--- config.mk ---
export PLATFORM = sky130hd
export DESIGN_NAME = digi_ota_array
export DESIGN_NICKNAME = d
export VERILOG_FILES = /design/src/rtl/digi_ota_pkg.sv /design/src/rtl/digi_ota_chan.sv /design/src/rtl/digi_ota_array.sv
export SDC_FILE = /design/constraint.sdc
export NUM_CORES = 1
export LEC_CHECK = 0
export BUFFER_PORTS_ARGS = -buffer_cell sky130_fd_sc_hd__buf_2
export CORE_ASPECT_RATIO = 0.6
export CORE_UTILIZATION = 30
export CTS_CLUSTER_DIAMETER = 40
export CTS_CLUSTER_SIZE = 28
export DETAILED_ROUTE_END_ITERATION = 16
export PLACE_DENSITY = 0.46
export SYNTH_ARGS = -nofsm -noshare
export SYNTH_HDL_FRONTEND = slang
export SYNTH_SLANG_ARGS = --single-unit
--- constraint.sdc ---
create_clock -name clk -period 3.4 [get_ports clk]
set_input_delay 0.51 -clock clk [delete_from_list [all_inputs] [get_ports clk]]
set_output_delay 0.51 -clock clk [all_outputs]
set_load 0.02 [all_outputs]
--- src/rtl/digi_ota_pkg.sv ---
// Shared types and constants for the clocked multi-channel digital OTA array.
package digi_ota_pkg;

    typedef enum logic [1:0] {
        CMP_TRI  = 2'b00,
        CMP_HOLD = 2'b01,
        INTEG    = 2'b10
    } mode_e;

    typedef enum logic [1:0] {
        EQ = 2'b00,
        UP = 2'b01,
        DN = 2'b10
    } cls_e;

    typedef enum logic [1:0] {
        IDLE   = 2'b00,
        DRV_HI = 2'b01,
        DRV_LO = 2'b10
    } state_e;

    function automatic int unsigned midpoint(input int unsigned cnt_w);
        return 32'd1 << (cnt_w - 1);
    endfunction

endpackage

--- src/rtl/digi_ota_chan.sv ---
// One comparator channel: 2-FF synchronisers, debounce, drive FSM and saturating integrator.
module digi_ota_chan
    import digi_ota_pkg::*;
#(
    parameter int unsigned DEB   = 2,
    parameter int unsigned CNT_W = 6
) (
    input  logic             clk,
    input  logic             rst,
    input  logic             run,
    input  logic             mode_chg,
    input  logic             integ,
    input  logic             hold,
    input  logic             vip,
    input  logic             vin,
    output logic             out,
    output logic             oe_raw,
    output logic [CNT_W-1:0] level
);

    localparam int unsigned DW = (DEB > 1) ? $clog2(DEB) : 1;
    localparam logic [DW-1:0] CntMax = (DEB > 0) ? DW'(DEB - 1) : '0;
    localparam logic [CNT_W-1:0] Mid = CNT_W'(midpoint(CNT_W));

    logic             s1_p, s2_p, s1_n, s2_n;
    cls_e             cls, cand_q, acc_q, acc_d;
    logic [DW-1:0]    dcnt_q;
    state_e           state_q, state_d;
    logic [CNT_W-1:0] cnt_q, cnt_d;
    logic             hit;

    always_comb begin
        cls = EQ;
        if (s2_p && !s2_n) begin
            cls = UP;
        end else if (!s2_p && s2_n) begin
            cls = DN;
        end
        // The sample completing the stable run is accepted on the same edge.
        hit   = (DEB == 0) || ((cls == cand_q) && (dcnt_q == CntMax));
        acc_d = hit ? cls : acc_q;

        state_d = state_q;
        if (!integ) begin
            unique case (state_q)
                IDLE: begin
                    if (acc_d == UP) state_d = DRV_HI;
                    else if (acc_d == DN) state_d = DRV_LO;
                end
                DRV_HI: begin
                    if (acc_d == DN) state_d = DRV_LO;
                    else if (acc_d == EQ && !hold) state_d = IDLE;
                end
                DRV_LO: begin
                    if (acc_d == UP) state_d = DRV_HI;
                    else if (acc_d == EQ && !hold) state_d = IDLE;
                end
                default: state_d = IDLE;
            endcase
        end

        cnt_d = cnt_q;
        if (integ) begin
            if (acc_d == UP && cnt_q != '1) begin
                cnt_d = cnt_q + 1'b1;
            end else if (acc_d == DN && cnt_q != '0) begin
                cnt_d = cnt_q - 1'b1;
            end
        end
    end

    always_ff @(posedge clk) begin
        if (rst) begin
            s1_p    <= 1'b0;
            s2_p    <= 1'b0;
            s1_n    <= 1'b0;
            s2_n    <= 1'b0;
            cand_q  <= EQ;
            acc_q   <= EQ;
            dcnt_q  <= '0;
            state_q <= IDLE;
            cnt_q   <= Mid;
        end else begin
            s1_p <= vip;
            s2_p <= s1_p;
            s1_n <= vin;
            s2_n <= s1_n;
            if (mode_chg) begin
                cand_q  <= EQ;
                acc_q   <= EQ;
                dcnt_q  <= '0;
                state_q <= IDLE;
                cnt_q   <= Mid;
            end else if (run) begin
                if (cls != cand_q) begin
                    cand_q <= cls;
                    dcnt_q <= '0;
                end else if (dcnt_q != CntMax) begin
                    dcnt_q <= dcnt_q + 1'b1;
                end
                acc_q   <= acc_d;
                state_q <= state_d;
                cnt_q   <= cnt_d;
            end
        end
    end

    assign out    = integ ? cnt_q[CNT_W-1] : (state_q == DRV_HI);
    assign oe_raw = integ || (state_q != IDLE);
    assign level  = cnt_q;

endmodule

--- src/rtl/digi_ota_array.sv ---
// N_CH independent clocked digital comparators with tri-state outputs and integrator mode.
module digi_ota_array
    import digi_ota_pkg::*;
#(
    parameter int unsigned N_CH  = 4,
    parameter int unsigned DEB   = 2,
    parameter int unsigned CNT_W = 6
) (
    input  logic                  clk,
    input  logic                  rst,
    input  logic                  ena,
    input  logic [1:0]            mode,
    input  logic [N_CH-1:0]       vip,
    input  logic [N_CH-1:0]       vin,
    output logic [N_CH-1:0]       out,
    output logic [N_CH-1:0]       oe,
    output logic [N_CH*CNT_W-1:0] level
);

    logic [1:0]      mode_q;
    logic            ena_q;
    logic            mode_chg;
    logic            integ;
    logic            hold;
    logic [N_CH-1:0] oe_raw;

    always_ff @(posedge clk) begin
        if (rst) begin
            mode_q <= CMP_TRI;
            ena_q  <= 1'b0;
        end else begin
            ena_q <= ena;
            // Mode is frozen with the rest of the state while disabled.
            if (ena_q) begin
                mode_q <= mode;
            end
        end
    end

    assign mode_chg = ena_q && (mode != mode_q);
    assign integ    = (mode_q == INTEG);
    assign hold     = (mode_q == CMP_HOLD);

    for (genvar i = 0; i < N_CH; i++) begin : g_chan
        digi_ota_chan #(
            .DEB   (DEB),
            .CNT_W (CNT_W)
        ) u_chan (
            .clk      (clk),
            .rst      (rst),
            .run      (ena_q),
            .mode_chg (mode_chg),
            .integ    (integ),
            .hold     (hold),
            .vip      (vip[i]),
            .vin      (vin[i]),
            .out      (out[i]),
            .oe_raw   (oe_raw[i]),
            .level    (level[i*CNT_W +: CNT_W])
        );
    end

    assign oe = oe_raw & {N_CH{ena_q}};

endmodule
Word level (Yosys, flattened, before mapping)
Cells that the tools add are included.
{"block": "classes", "mux": 56, "bitwise_logic": 2, "n_reduce_logical": 71, "eq_ne": 35, "add_sub_neg": 12}
{"op": "$mux W2", "n": 32}
{"op": "$mux W6", "n": 8}
{"op": "$logic_and A1 B1 Y1", "n": 25}
{"op": "$add A6 B1 Y6 const B", "n": 4}
{"op": "$ne A6 B6 Y1 const B", "n": 4}
{"op": "$pmux W2 S3", "n": 4}
{"op": "$reduce_and A3 Y1", "n": 8}
{"op": "$reduce_bool A6 Y1", "n": 4}
{"op": "$sub A6 B1 Y6 const B", "n": 4}
{"op": "$eq A2 B1 Y1 const B", "n": 9}
{"op": "$eq A2 B2 Y1 const B", "n": 9}
{"op": "$logic_not A2 Y1", "n": 8}
{"op": "$reduce_bool A2 Y1", "n": 8}
{"op": "$mux W1", "n": 12}
{"op": "$ne A3 B1 Y1 const B", "n": 4}
{"op": "$ne A2 B2 Y1", "n": 5}
{"op": "$logic_not A1 Y1", "n": 9}
{"op": "$eq A2 B2 Y1", "n": 4}
{"op": "$reduce_and A2 Y1", "n": 4}
{"op": "$add A1 B1 Y1 const B", "n": 4}
{"op": "$and A4 B4 Y4", "n": 1}
{"op": "$logic_or A1 B1 Y1", "n": 4}
{"op": "$reduce_or A2 Y1", "n": 1}
{"op": "$not A1 Y1", "n": 1}
{"block": "totals", "inputBits": 13, "out_inout_bits": 32, "word_cells": 214, "regBits": 71}

Depth between registers and ports, before layout
Gate-level depths: netlist (run 1).
{"block": "logic_depth", "ltp_word": 12, "ltp_mapped": 14, "ltp_nobuf": 13}

Cells and area by module
Synthesis (run 1) repeated with hierarchy kept, for this count alone.
{"block": "hier_totals", "cells_unflattened": 478, "area_unflattened_um2": 4214.0}
{"module": "digi_ota_chan at g_chan[0].u_chan ...", "instances": 3, "cells_each": 114, "seq_area_each_um2": 340.3, "area_each_um2": 1004.7}
{"module": "digi_ota_chan at g_chan[3].u_chan", "instances": 1, "cells_each": 119, "seq_area_each_um2": 340.3, "area_each_um2": 1038.5}
{"module": "digi_ota_array", "instances": 1, "cells_each": 17, "seq_area_each_um2": 60.1, "area_each_um2": 161.4}

Worst setup path before layout (run 1)
OpenSTA, ideal clock, no wires.
{"block": "synth_timing", "path_kind": "flip-flop to flip-flop", "from": "register g_chan[2].u_chan.cand_q[1]", "to": "register g_chan[2].u_chan.cnt_q[5]", "t_required_ps": 3328, "path_buffers": 1, "synth_period_minus_slack_ps": 2864, "setup_ps": 72, "slack_ps": 536, "arrival_time_ps": 2792, "path_stages_with_launch": 14, "cell_sequence": "dfxtp_1 buf_2 nor2b_1 o211ai_1 a211oi_2 nand2_1 or2_2 ha_1 a21o_1 a21oi_1 o21bai_1 a21oi_1 mux2i_1 mux2i_1"}
{"block": "synth_between", "elab_chain_cells": 7, "word_cells_on_any_way": 10, "cone_classes": "eq/ne (3); mux (2); reduce/logical (5)"}
{"item": "start, declared", "line_no": "digi_ota_chan.sv:26", "source": "cls_e cls, cand_q, acc_q, acc_d;"}
{"item": "start signal, assigned", "line_no": "digi_ota_chan.sv:96", "source": "cand_q <= cls;"}
{"item": "$eq A2 B2 Y1 (*)", "line_no": "digi_ota_chan.sv:40", "source": "hit = (DEB == 0) || ((cls == cand_q) && (dcnt_q == CntMax));"}
{"item": "$logic_and A1 B1 Y1 (*)", "line_no": "digi_ota_chan.sv:40"}
{"item": "$mux W2 (*)", "line_no": "digi_ota_chan.sv:41", "source": "acc_d = hit ? cls : acc_q;"}
{"item": "$eq A2 B2 Y1 or $eq A2 B1 Y1 (tied branches)", "line_no": "digi_ota_chan.sv:66, digi_ota_chan.sv:64"}
{"item": "$logic_and A1 B1 Y1, on equally long branches", "line_no": "digi_ota_chan.sv:66, digi_ota_chan.sv:64"}
{"item": "$reduce_bool A2 Y1 (no source line)"}
{"item": "$reduce_and A3 Y1 (no source line)"}
{"item": "end signal, assigned", "line_no": "digi_ota_chan.sv:82", "source": "cnt_q <= Mid;"}
{"item": "end signal, assigned", "line_no": "digi_ota_chan.sv:93", "source": "cnt_q <= Mid;"}
{"item": "end signal, assigned", "line_no": "digi_ota_chan.sv:103", "source": "cnt_q <= cnt_d;"}
{"item": "end, declared", "line_no": "digi_ota_chan.sv:29", "source": "logic [CNT_W-1:0] cnt_q, cnt_d;"}
Mark *: on every way between the ends. The rest lies on a longest branch, timed or not.
A chain may end at the register's enable or synchronous reset.

Final worst setup path (run 1)
{"block": "layout_timing", "from": "register g_chan[1].u_chan.s2_p", "to": "register g_chan[1].u_chan.cnt_q[5]"}
{"block": "layout_between", "elab_chain_cells": 11, "word_cells_on_any_way": 15, "cone_classes": "eq/ne (3); mux (4); reduce/logical (8)"}
{"item": "start, declared", "line_no": "digi_ota_chan.sv:25", "source": "logic s1_p, s2_p, s1_n, s2_n;"}
{"item": "start signal, assigned", "line_no": "digi_ota_chan.sv:85", "source": "s2_p <= s1_p;"}
{"item": "$logic_not A1 Y1", "line_no": "digi_ota_chan.sv:36", "source": "end else if (!s2_p && s2_n) begin"}
{"item": "$logic_and A1 B1 Y1", "line_no": "digi_ota_chan.sv:36"}
{"item": "$mux W2", "line_no": "digi_ota_chan.sv:36"}
{"item": "$mux W2 (*)", "line_no": "digi_ota_chan.sv:34", "source": "if (s2_p && !s2_n) begin"}
{"item": "$eq A2 B2 Y1", "line_no": "digi_ota_chan.sv:40"}
{"item": "$logic_and A1 B1 Y1", "line_no": "digi_ota_chan.sv:40"}
{"item": "$mux W2 (*)", "line_no": "digi_ota_chan.sv:41"}
{"item": "$eq A2 B2 Y1 or $eq A2 B1 Y1 (tied branches)", "line_no": "digi_ota_chan.sv:66, digi_ota_chan.sv:64"}
{"item": "$logic_and A1 B1 Y1, on equally long branches", "line_no": "digi_ota_chan.sv:66, digi_ota_chan.sv:64"}
{"item": "$reduce_bool A2 Y1 (no source line)"}
{"item": "$reduce_and A3 Y1 (no source line)"}
{"item": "end signal, assigned", "line_no": "digi_ota_chan.sv:82"}
{"item": "end signal, assigned", "line_no": "digi_ota_chan.sv:93"}
{"item": "end signal, assigned", "line_no": "digi_ota_chan.sv:103"}
{"item": "end, declared", "line_no": "digi_ota_chan.sv:29"}
Marked as above.

==> impl_metrics.env, run 1 <==
export IMPL_antenna_found_initial=0
export IMPL_dieArea_um2=14400
export IMPL_setup_slack_ns=0.334
export IMPL_ys_seq_area_frac=0.340
export IMPL_final_antenna_net_count=0
export IMPL_hold_class="input pin to flop"
export IMPL_skew_ns=0.00452
export IMPL_final_setup_viol_count=0
export IMPL_io_pins=45
export IMPL_worstSetupEndpointType="flop"
export IMPL_crit_required_ns=3.67
export IMPL_cp_start_kind="flop"
export IMPL_min_period_ns=3.07
export IMPL_tritoncts_num_buffers=9
export IMPL_ys_types=51
export IMPL_die_w_um=154
export IMPL_slowest_delay_ns=0.45
export IMPL_drive_gt1_frac=0.164
export IMPL_drc=0
export IMPL_grtUsageTotal=0.153
export IMPL_clk_pin_slew_ns=0.06
export IMPL_die_y_um=93.5
export IMPL_cp_max_fo=10
export IMPL_clk_path_buf_depth=2
export IMPL_synthesis_area_um2=4180
export IMPL_grt_max_degree=35
export IMPL_grt_overflow_total=0
export IMPL_synth_area_leaders="dfxtp_1, a21oi_1, ha_1, o21ai_0, mux2i_1"
export IMPL_vias=3625
export IMPL_drv_cap=0
export IMPL_drtIter0Drc=159
export IMPL_grt_pass1_vias=3406
export IMPL_h_tree_depth=3
export IMPL_p_per_area_nw_per_um2=413
export IMPL_register_area_um2=1420
export IMPL_timing_fmax_ghz=0.326
export IMPL_cts_hold_buf=0
export IMPL_synth_top_area_share=0.340
export IMPL_tns_ns=0
export IMPL_num_rows=32
export IMPL_routabilityCongestion=0.869
export IMPL_wl_mm=10.4
export IMPL_synth_top_area_cell="dfxtp_1"
export IMPL_avgSynthCellArea_um2=8.48
export IMPL_status="finished clean"
export IMPL_vdd_drop_max_mv=0.188
export IMPL_syn_inst=493
export IMPL_synth_nets=526
export IMPL_nets=560
export IMPL_area_growth_pct=15.1
export IMPL_n_antenna_cell=0
export IMPL_synth_seq_cells=71
export IMPL_routedWlPerCell_um=14.9
export IMPL_grt_first_pass_wirelength_mm=17.4
export IMPL_min_period_over_period=0.902
export IMPL_root_buffer="clkbuf_16"
export IMPL_postPlaceCellArea_um2=4520
export IMPL_core_um2=13200
export IMPL_fillers=1352
export IMPL_synth_ff_type="dfxtp_1"
export IMPL_finalHoldViolations=0
export IMPL_hpwl_mm=7.33
export IMPL_path_cells="nand2b_1 -> o211ai_1 -> a211oi_4 -> nand3b_1 -> ha_1 -> a21o_1 -> a21oi_1 -> o21bai_1 -> a21oi_1 -> mux2i_1 -> mux2i_1"
export IMPL_vias_per_cell=5.16
export IMPL_crit_slowest_cell="a211oi_4"
export IMPL_cts_tree="done"
export IMPL_regToRegSetupSlack_ns=0.33
export IMPL_multiInputGateArea_um2=2550
export IMPL_dp_cells=686
export IMPL_first_pass_iters=4
export IMPL_cts_sink_count=71
export IMPL_relSlewSlack=0.483
export IMPL_yosys_warnings=0
export IMPL_clkLatencyLatePin_ns=0.33
export IMPL_arrival_ns=3.33
export IMPL_finalPower_uw=1990
export IMPL_pre_cts_ws_ns=0.377
export IMPL_p_leak_uw=0.00196
export IMPL_port_buffers=44
export IMPL_ys_async_sr_fraction=0
export IMPL_stdcell_area_um2=4810
export IMPL_cts_resized=0
export IMPL_final_max_slew_viol_count=0
export IMPL_post_cts_buffers=0
export IMPL_crit_type="flop to flop"
export IMPL_tightest_slew_ns=0.776
export IMPL_synth_edf_count=0
export IMPL_start_util=0.316
export IMPL_rsz0062_at_grt="no"
export IMPL_finalNonFillerCells=702
## layout by cell type, fill, tap and decap left out, types with 3 or more instances in the layout
master / count
o31a_1: 6
clkbuf_16: 9
fa_1: 4
o211ai_1: 4
and2b_2: 4
dfxtp_1: 71
o211a_1: 6
buf_4: 6
and2_1: 7
a211oi_1: 8
o21bai_1: 4
a211oi_2: 3
nor2b_1: 22
xor2_1: 9
nand2_1: 14
a21oi_2: 5
ha_1: 16
nand4_1: 4
a21oi_1: 54
nand2b_1: 10
buf_2: 44
o21ai_0: 29
a31oi_1: 4
clkinv_2: 3
xnor2_1: 11
mux2i_1: 14
nor4_1: 6
inv_1: 18
nand3_1: 20
and3_1: 8
a21o_1: 12
nor2_1: 36
nor3_1: 22
a41oi_1: 4
o31ai_1: 6
## report_power, final
part / switching, uW / leakage [uW] / internal (uW)
clock network: 361 / 0.000146 / 585
registers: 19.3 / 0.000578 / 853
logic: 104 / 0.00123 / 64.9
total: 484 / 0.00196 / 1500
## layer usage
metal  vias to the layer above  track usage  wire length (um)
li1                       1850            -                 -
met1                      1699        0.219              5670
met2                        67        0.228              4310
met3                         9       0.0352               363
met4                         0       0.0454               102
met5                         -            0                 0
## worst max-delay path: cells and delay by family, from the launching register on
family	cells	cell delay, ns
adders and majority gates	1	0.36
DFF	1	0.39
muxes	2	0.43
and+or+nand+nor	2	0.52
AOI/OAI and AO/OA	6	1.30
## final timing paths
kind,startpoint,endpoint,cells past startpoint
setup / recovery,g_chan[1].u_chan.s2_p,g_chan[1].u_chan.level[5],11
hold / removal,vin[0],g_chan[0].u_chan.s1_n,2
setup reg to reg,g_chan[1].u_chan.s2_p,g_chan[1].u_chan.level[5],11
hold reg to reg,g_chan[0].u_chan.s1_n,g_chan[0].u_chan.s2_n,1
## synth_stat cells, types with 3 or more instances
cell / instances
dfxtp_1: 71
a21oi_1: 54
nor2_1: 36
o21ai_0: 29
nor2b_1: 22
nor3_1: 22
nand3_1: 20
inv_1: 18
ha_1: 16
clkbuf_1: 14
mux2i_1: 14
nand2_1: 14
a21o_1: 12
nand2b_1: 11
xnor2_1: 11
xor2_1: 9
a211oi_1: 8
and3_1: 8
and2_1: 7
buf_4: 6
nor4_1: 6
o211a_1: 6
o31a_1: 6
o31ai_1: 6
a21oi_2: 5
a31oi_1: 4
a41oi_1: 4
and2b_2: 4
fa_1: 4
nand4_1: 4
o211ai_1: 4
o21bai_1: 4
a211oi_2: 3
## through the flow
step | util | hold WS [ns]
after global routing | 0.364 | 0.378
after CTS | 0.364 | 0.376
final | 0.364 | 0.387
after global placement | 0.342 | 0.429
after floorplan | - | 0.414
after detailed placement | 0.342 | 0.429
## final cells by class
cell class	instances	area share
Timing Repair Buffer	50	0.0551
Clock buffer	12	0.0512
Tap cell	170	0.0442
Inverter	18	0.0140
Sequential cell	71	0.295
Clock inverter	4	0.00936
Multi-Input combinational cell	377	0.531
## flip-flops by register name, indices dropped and copies added, names as in the netlist
name / flops
ena_q: 1
g_chan.u_chan.acc_q: 8
g_chan.u_chan.cand_q: 8
g_chan.u_chan.dcnt_q: 4
g_chan.u_chan.level: 24
g_chan.u_chan.s1_n: 4
g_chan.u_chan.s1_p: 4
g_chan.u_chan.s2_n: 4
g_chan.u_chan.s2_p: 4
g_chan.u_chan.state_q: 8
mode_q: 2
## kinds of logic after synthesis
logic type | after synthesis | synth area share
AND/OR/NAND/NOR | 168 | 0.220
AO/OA/AOI/OAI | 155 | 0.247
flip-flops | 71 | 0.340
buffers and inverters | 45 | 0.0503
XOR/XNOR | 20 | 0.0419
adder cells (fa/ha/maj) | 20 | 0.0670
multiplexers | 14 | 0.0335
Power figures use the tool's default switching activity.
==> inputs of run 2 (changes only) <==
--- a/config.mk
+++ b/config.mk
@@ -7,11 +7,12 @@
 export LEC_CHECK = 0
 export BUFFER_PORTS_ARGS = -buffer_cell sky130_fd_sc_hd__buf_2
 export CORE_ASPECT_RATIO = 0.6
-export CORE_UTILIZATION = 30
+export CORE_UTILIZATION = 59
 export CTS_CLUSTER_DIAMETER = 40
 export CTS_CLUSTER_SIZE = 28
 export DETAILED_ROUTE_END_ITERATION = 16
-export PLACE_DENSITY = 0.46
+export MAX_ROUTING_LAYER = met4
+export PLACE_DENSITY = 0.8
 export SYNTH_ARGS = -nofsm -noshare
 export SYNTH_HDL_FRONTEND = slang
 export SYNTH_SLANG_ARGS = --single-unit
==> run 2 against run 1 <==
Effect of this change:
- clock power is 2.3% lower
- register-to-register slack better by 0.04 ns
- maximum frequency is 1.3% higher
- flip-flop and latch count stayed put
- combinational power hardly changed
- hold slack worse by 0.0087 ns
- core utilization is 33 points higher
- first-iteration DRC count is 120% higher
- sequential share of layout area is 0.61 points higher
- clock skew is 0.0016 ns higher
- critical endpoint unchanged
==> impl_metrics.env, run 2 (synthesis results as in run 1) <==
export IMPL_timing_fmax_ghz=0.330
export IMPL_grt_first_pass_wirelength_mm=16.3
export IMPL_relSlewSlack=0.458
export IMPL_io_pins=45
export IMPL_arrival_ns=3.30
export IMPL_final_max_slew_viol_count=0
export IMPL_wl_mm=9.79
export IMPL_grt_pass1_vias=3457
export IMPL_root_buffer="clkbuf_16"
export IMPL_hold_ws_ns=0.378
export IMPL_worstSetupEndpointType="flop"
export IMPL_cp_max_fo=10
export IMPL_reg2reg_from="g_chan[1].u_chan.s2_p"
export IMPL_cts_resized=0
export IMPL_regToRegSetupSlack_ns=0.37
export IMPL_rr_worst_depth=11
export IMPL_drive_gt1_frac=0.167
export IMPL_p_per_area_nw_per_um2=417
export IMPL_fin_util=0.697
export IMPL_clk_path_buf_depth=2
export IMPL_first_pass_iters=5
export IMPL_routabilityCongestion=0.910
export IMPL_final_antenna_net_count=0
export IMPL_dieArea_um2=7440
export IMPL_crit_path_end="g_chan[1].u_chan.level[5]"
export IMPL_cts_tree="done"
export IMPL_n_antenna_cell=0
export IMPL_vias_per_cell=6.05
export IMPL_h_tree_depth=3
export IMPL_die_w_um=111
export IMPL_clk_pin_slew_ns=0.06
export IMPL_rsz0062_at_grt="no"
export IMPL_port_buffers=44
export IMPL_layout_common_cells="dfxtp_1, a21oi_1, buf_2, nor2_1, o21ai_0"
export IMPL_drtIter0Drc=351
export IMPL_antenna_found_initial=0
export IMPL_hpwl_mm=6.89
export IMPL_fillers=545
export IMPL_grt_max_degree=36
export IMPL_start_util=0.618
export IMPL_vdd_drop_max_mv=0.511
export IMPL_tightest_slew_ns=0.812
export IMPL_final_setup_viol_count=0
export IMPL_min_period_over_period=0.890
export IMPL_clkLatencyLatePin_ns=0.34
export IMPL_tritoncts_num_buffers=9
export IMPL_area_growth_pct=12.7
export IMPL_final_common_cell="dfxtp_1"
export IMPL_num_rows=23
export IMPL_vias=3748
export IMPL_core_um2=6760
export IMPL_min_period_ns=3.03
export IMPL_drv_cap=0
export IMPL_finalHoldViolations=0
export IMPL_grt_overflow_total=0
export IMPL_setup_slack_ns=0.373
export IMPL_r2r_end="g_chan[1].u_chan.level[5]"
export IMPL_crit_start="g_chan[1].u_chan.s2_p"
export IMPL_cts_sink_count=71
export IMPL_pre_cts_ws_ns=0.398
export IMPL_tns_ns=0
export IMPL_cp_start_kind="flop"
export IMPL_largest_register_ffs=24
export IMPL_status="finished clean"
export IMPL_cts_hold_buf=0
export IMPL_grtUsageTotal=0.284
export IMPL_skew_ns=0.00614
export IMPL_die_y_um=67.2
export IMPL_crit_required_ns=3.67
export IMPL_p_leak_uw=0.00196
export IMPL_post_cts_buffers=0
export IMPL_routedWlPerCell_um=15.8
export IMPL_crit_type="flop to flop"
export IMPL_hold_class="input pin to flop"
export IMPL_drc=0
export IMPL_nets=561
[run 2: cell count changes in the layout (fill, tap and decap cells not counted)]
cell | before | now
buf_4 | 6 | 7
clkbuf_1 | 2 | 1
clkinvlp_4 | 0 | 1
clkbuf_8 | 1 | 0
clkinv_4 | 0 | 1
[run 2: worst max-delay path: stages, from the launching register on]
cell and delay [ns]:
dfxtp_1 0.42, nand2b_1 0.23, o211ai_1 0.16, a211oi_4 0.43
nand3b_1 0.28, ha_1 0.35, a21o_1 0.17, a21oi_1 0.21
o21bai_1 0.09, a21oi_1 0.18, mux2i_1 0.25, mux2i_1 0.19
[run 2: worst min-delay path by stage]
stage | start | endpoint | slack (ns) | cells past startpoint
after global routing | vip[1] | g_chan[1].u_chan.s1_p | 0.37 | 2
after detailed placement | g_chan[0].u_chan.s1_p | g_chan[0].u_chan.s2_p | 0.43 | 1
after global placement | g_chan[2].u_chan.s1_p | g_chan[2].u_chan.s2_p | 0.42 | 1
after floorplan | g_chan[0].u_chan.s1_n | g_chan[0].u_chan.s2_n | 0.41 | 1
final | vip[1] | g_chan[1].u_chan.s1_p | 0.38 | 2
after CTS | vip[1] | g_chan[1].u_chan.s1_p | 0.38 | 2
[run 2: cell type report]
| cell class | instances | area [um2] | area share |
|---|---|---|---|
| Clock buffer | 10 | 229 | 0.0486 |
| Clock inverter | 6 | 61.3 | 0.0130 |
| Inverter | 18 | 67.6 | 0.0143 |
| Multi-Input combinational cell | 377 | 2550 | 0.542 |
| Sequential cell | 71 | 1420 | 0.302 |
| Tap cell | 87 | 109 | 0.0231 |
| Timing Repair Buffer | 51 | 273 | 0.0579 |
[run 2: through the flow]
stage | std cells | power (uW) | area (um2)
2_1_floorplan | 493 | 1010 | 4180
3_3_place_gp | 604 | 1050 | 4420
3_5_place_dp | 604 | 1050 | 4420
4_1_cts | 620 | 1970 | 4710
5_1_grt | 620 | 2040 | 4710
6_report | 620 | 1960 | 4710
[run 2: where the power goes]
| part | internal (uW) | total (uW) | switching [uW] |
|---|---|---|---|
| sequential | 853 | 872 | 18.7 |
| clock | 565 | 924 | 360 |
| combinational | 65.7 | 169 | 103 |
| total | 1480 | 1960 | 482 |
[run 2: layer usage]
metal,track usage,part of all wire,up-vias
li1,-,-,1858
met4,0.0817,0.0096,0
met5,-,0,-
met3,0.0655,0.045,10
met1,0.354,0.48,1792
met2,0.468,0.47,88
==> inputs of run 3 (changes only) <==
--- a/config.mk
+++ b/config.mk
@@ -5,14 +5,17 @@
 export SDC_FILE = /design/constraint.sdc
 export NUM_CORES = 1
 export LEC_CHECK = 0
+export ABC_CLOCK_PERIOD_IN_PS = 3400
 export BUFFER_PORTS_ARGS = -buffer_cell sky130_fd_sc_hd__buf_2
 export CORE_ASPECT_RATIO = 0.6
 export CORE_UTILIZATION = 59
+export CTS_BUF_LIST = sky130_fd_sc_hd__clkbuf_2 sky130_fd_sc_hd__clkbuf_4 sky130_fd_sc_hd__clkbuf_8
 export CTS_CLUSTER_DIAMETER = 40
 export CTS_CLUSTER_SIZE = 28
 export DETAILED_ROUTE_END_ITERATION = 16
 export MAX_ROUTING_LAYER = met4
 export PLACE_DENSITY = 0.8
+export SKIP_LAST_GASP = 1
 export SYNTH_ARGS = -nofsm -noshare
 export SYNTH_HDL_FRONTEND = slang
 export SYNTH_SLANG_ARGS = --single-unit
==> run 3 against run 2 <==
Effect of this change:
- power fell by 13%
- sequential power barely moved
- routed wire length fell by 1.6%
- sequential share of layout area rose by 0.64 points
- hold slack got worse by 0.027 ns
- clock skew rose by 0.0014 ns
- worst setup slack got worse by 0.0061 ns
- highest routed layer unchanged
==> impl_metrics.env, run 3 (synthesis results as in run 1) <==
export IMPL_path_cells="nand2b_1 -> o211ai_1 -> a211oi_4 -> nand3b_1 -> ha_1 -> a21o_1 -> a21oi_1 -> o21bai_1 -> a21oi_1 -> mux2i_1 -> mux2i_1"
export IMPL_min_period_over_period=0.892
export IMPL_p_sw_frac=0.263
export IMPL_comb_power_share=0.098
export IMPL_tns_ns=0
export IMPL_stdcell_area_um2=4620
export IMPL_skew_ns=0.00749
export IMPL_grt_overflow_total=0
export IMPL_final_setup_viol_count=0
export IMPL_routedWlPerCell_um=15.5
export IMPL_tightest_slew_ns=0.768
export IMPL_final_max_slew_viol_count=0
export IMPL_nets=561
export IMPL_vias_per_cell=6.05
export IMPL_final_antenna_net_count=0
export IMPL_area_growth_pct=10.4
export IMPL_p_int_uw=1260
export IMPL_vias=3751
export IMPL_routabilityCongestion=0.910
export IMPL_cts_resized=0
export IMPL_power_frac_seq=0.509
export IMPL_cts_sink_count=71
export IMPL_grt_pass1_vias=3465
export IMPL_n_antenna_cell=0
export IMPL_drtIter0Drc=307
export IMPL_core_um2=6760
export IMPL_first_pass_iters=4
export IMPL_tritoncts_num_buffers=9
export IMPL_wl_mm=9.63
export IMPL_hpwl_mm=6.89
export IMPL_crit_type="flop to flop"
export IMPL_io_pins=45
export IMPL_cts_hold_buf=0
export IMPL_cp_max_fo=10
export IMPL_p_per_area_nw_per_um2=371
export IMPL_slowest_delay_ns=0.43
export IMPL_layout_common_cells="dfxtp_1, a21oi_1, buf_2, nor2_1, o21ai_0"
export IMPL_die_y_um=67.2
export IMPL_root_buffer="clkbuf_8"
export IMPL_crit_required_ns=3.70
export IMPL_antenna_found_initial=0
export IMPL_rsz0062_at_grt="no"
export IMPL_clkLatencyLatePin_ns=0.36
export IMPL_drc=0
export IMPL_status="finished clean"
export IMPL_finalHoldViolations=0
export IMPL_largest_register_ffs=24
export IMPL_post_cts_buffers=0
export IMPL_crit_slowest_cell="a211oi_4"
export IMPL_drv_cap=0
export IMPL_timing_fmax_ghz=0.330
export IMPL_clk_path_buf_depth=2
export IMPL_p_leak_uw=0.00191
export IMPL_start_util=0.618
export IMPL_cts_tree="done"
export IMPL_cp_start_kind="flop"
export IMPL_worstSetupEndpointType="flop"
export IMPL_die_w_um=111
export IMPL_port_buffers=44
export IMPL_num_rows=23
export IMPL_drive_gt1_frac=0.169
export IMPL_hold_class="input pin to flop"
export IMPL_arrival_ns=3.33
export IMPL_grt_first_pass_wirelength_mm=16.2
export IMPL_grtUsageTotal=0.283
export IMPL_relSlewSlack=0.488
export IMPL_clk_pin_slew_ns=0.08
export IMPL_dieArea_um2=7440
export IMPL_min_period_ns=3.03
export IMPL_grt_max_degree=36
export IMPL_clock_power_share=0.393
export IMPL_h_tree_depth=3
export IMPL_final_common_cell="dfxtp_1"
export IMPL_finalPower_uw=1710
export IMPL_vdd_drop_max_mv=0.328
export IMPL_p_sw_uw=450
export IMPL_postPlaceCellArea_um2=4420
run 3: cell counts in the layout (fill, tap and decap cells not counted):
Identical to the previous run, type by type.
run 3: metal layers:
metal	global-route usage	wire, um	vias up
met4	0.0917	142	0
met3	0.0646	427	16
met1	0.352	4580	1800
met5	-	0	-
li1	-	-	1852
met2	0.464	4490	83
run 3: metrics by stage:
| stage | utilization | setup slack (ns) | hold slack [ns] | std cells |
|---|---|---|---|---|
| 3_5_place_dp | 0.654 | 0.398 | 0.426 | 604 |
| 2_1_floorplan | - | 0.536 | 0.414 | 493 |
| 5_1_grt | 0.683 | 0.140 | 0.340 | 620 |
| 6_report | 0.683 | 0.367 | 0.351 | 620 |
| 4_1_cts | 0.683 | 0.383 | 0.346 | 620 |
| 3_3_place_gp | 0.654 | 0.549 | 0.419 | 604 |
run 3: power groups by stage:
stage | sequential (uW) | clock (uW) | combinational [uW]
floorplan | 884 | 0 | 128
CTS | 870 | 679 | 167
global placement | 888 | 0 | 161
finish | 870 | 673 | 168
detailed placement | 889 | 0 | 166
global route | 873 | 727 | 186
run 3: final cells by class:
class                           count  area [um2]
Sequential cell                    71        1420
Timing Repair Buffer               51         273
Inverter                           18        67.6
Clock inverter                      6        61.3
Fill cell                         565        2150
Multi-Input combinational cell    377        2550
Tap cell                           87         109
Clock buffer                       10         131
run 3: worst paths after layout:
kind	startpoint	endpoint	slack (ns)	depth (start not counted)
setup / recovery	g_chan[1].u_chan.s2_p	g_chan[1].u_chan.level[5]	0.37	11
hold / removal	vip[1]	g_chan[1].u_chan.s1_p	0.35	2
setup reg to reg	g_chan[1].u_chan.s2_p	g_chan[1].u_chan.level[5]	0.37	11
hold reg to reg	g_chan[2].u_chan.s1_p	g_chan[2].u_chan.s2_p	0.44	1
run 3: critical path: cells and delay by family, from the launching register on:
family	cells	cell delay [ns]
adders and majority gates	1	0.35
muxes	2	0.44
DFF	1	0.41
and+or+nand+nor	2	0.51
AOI/OAI and AO/OA	6	1.25
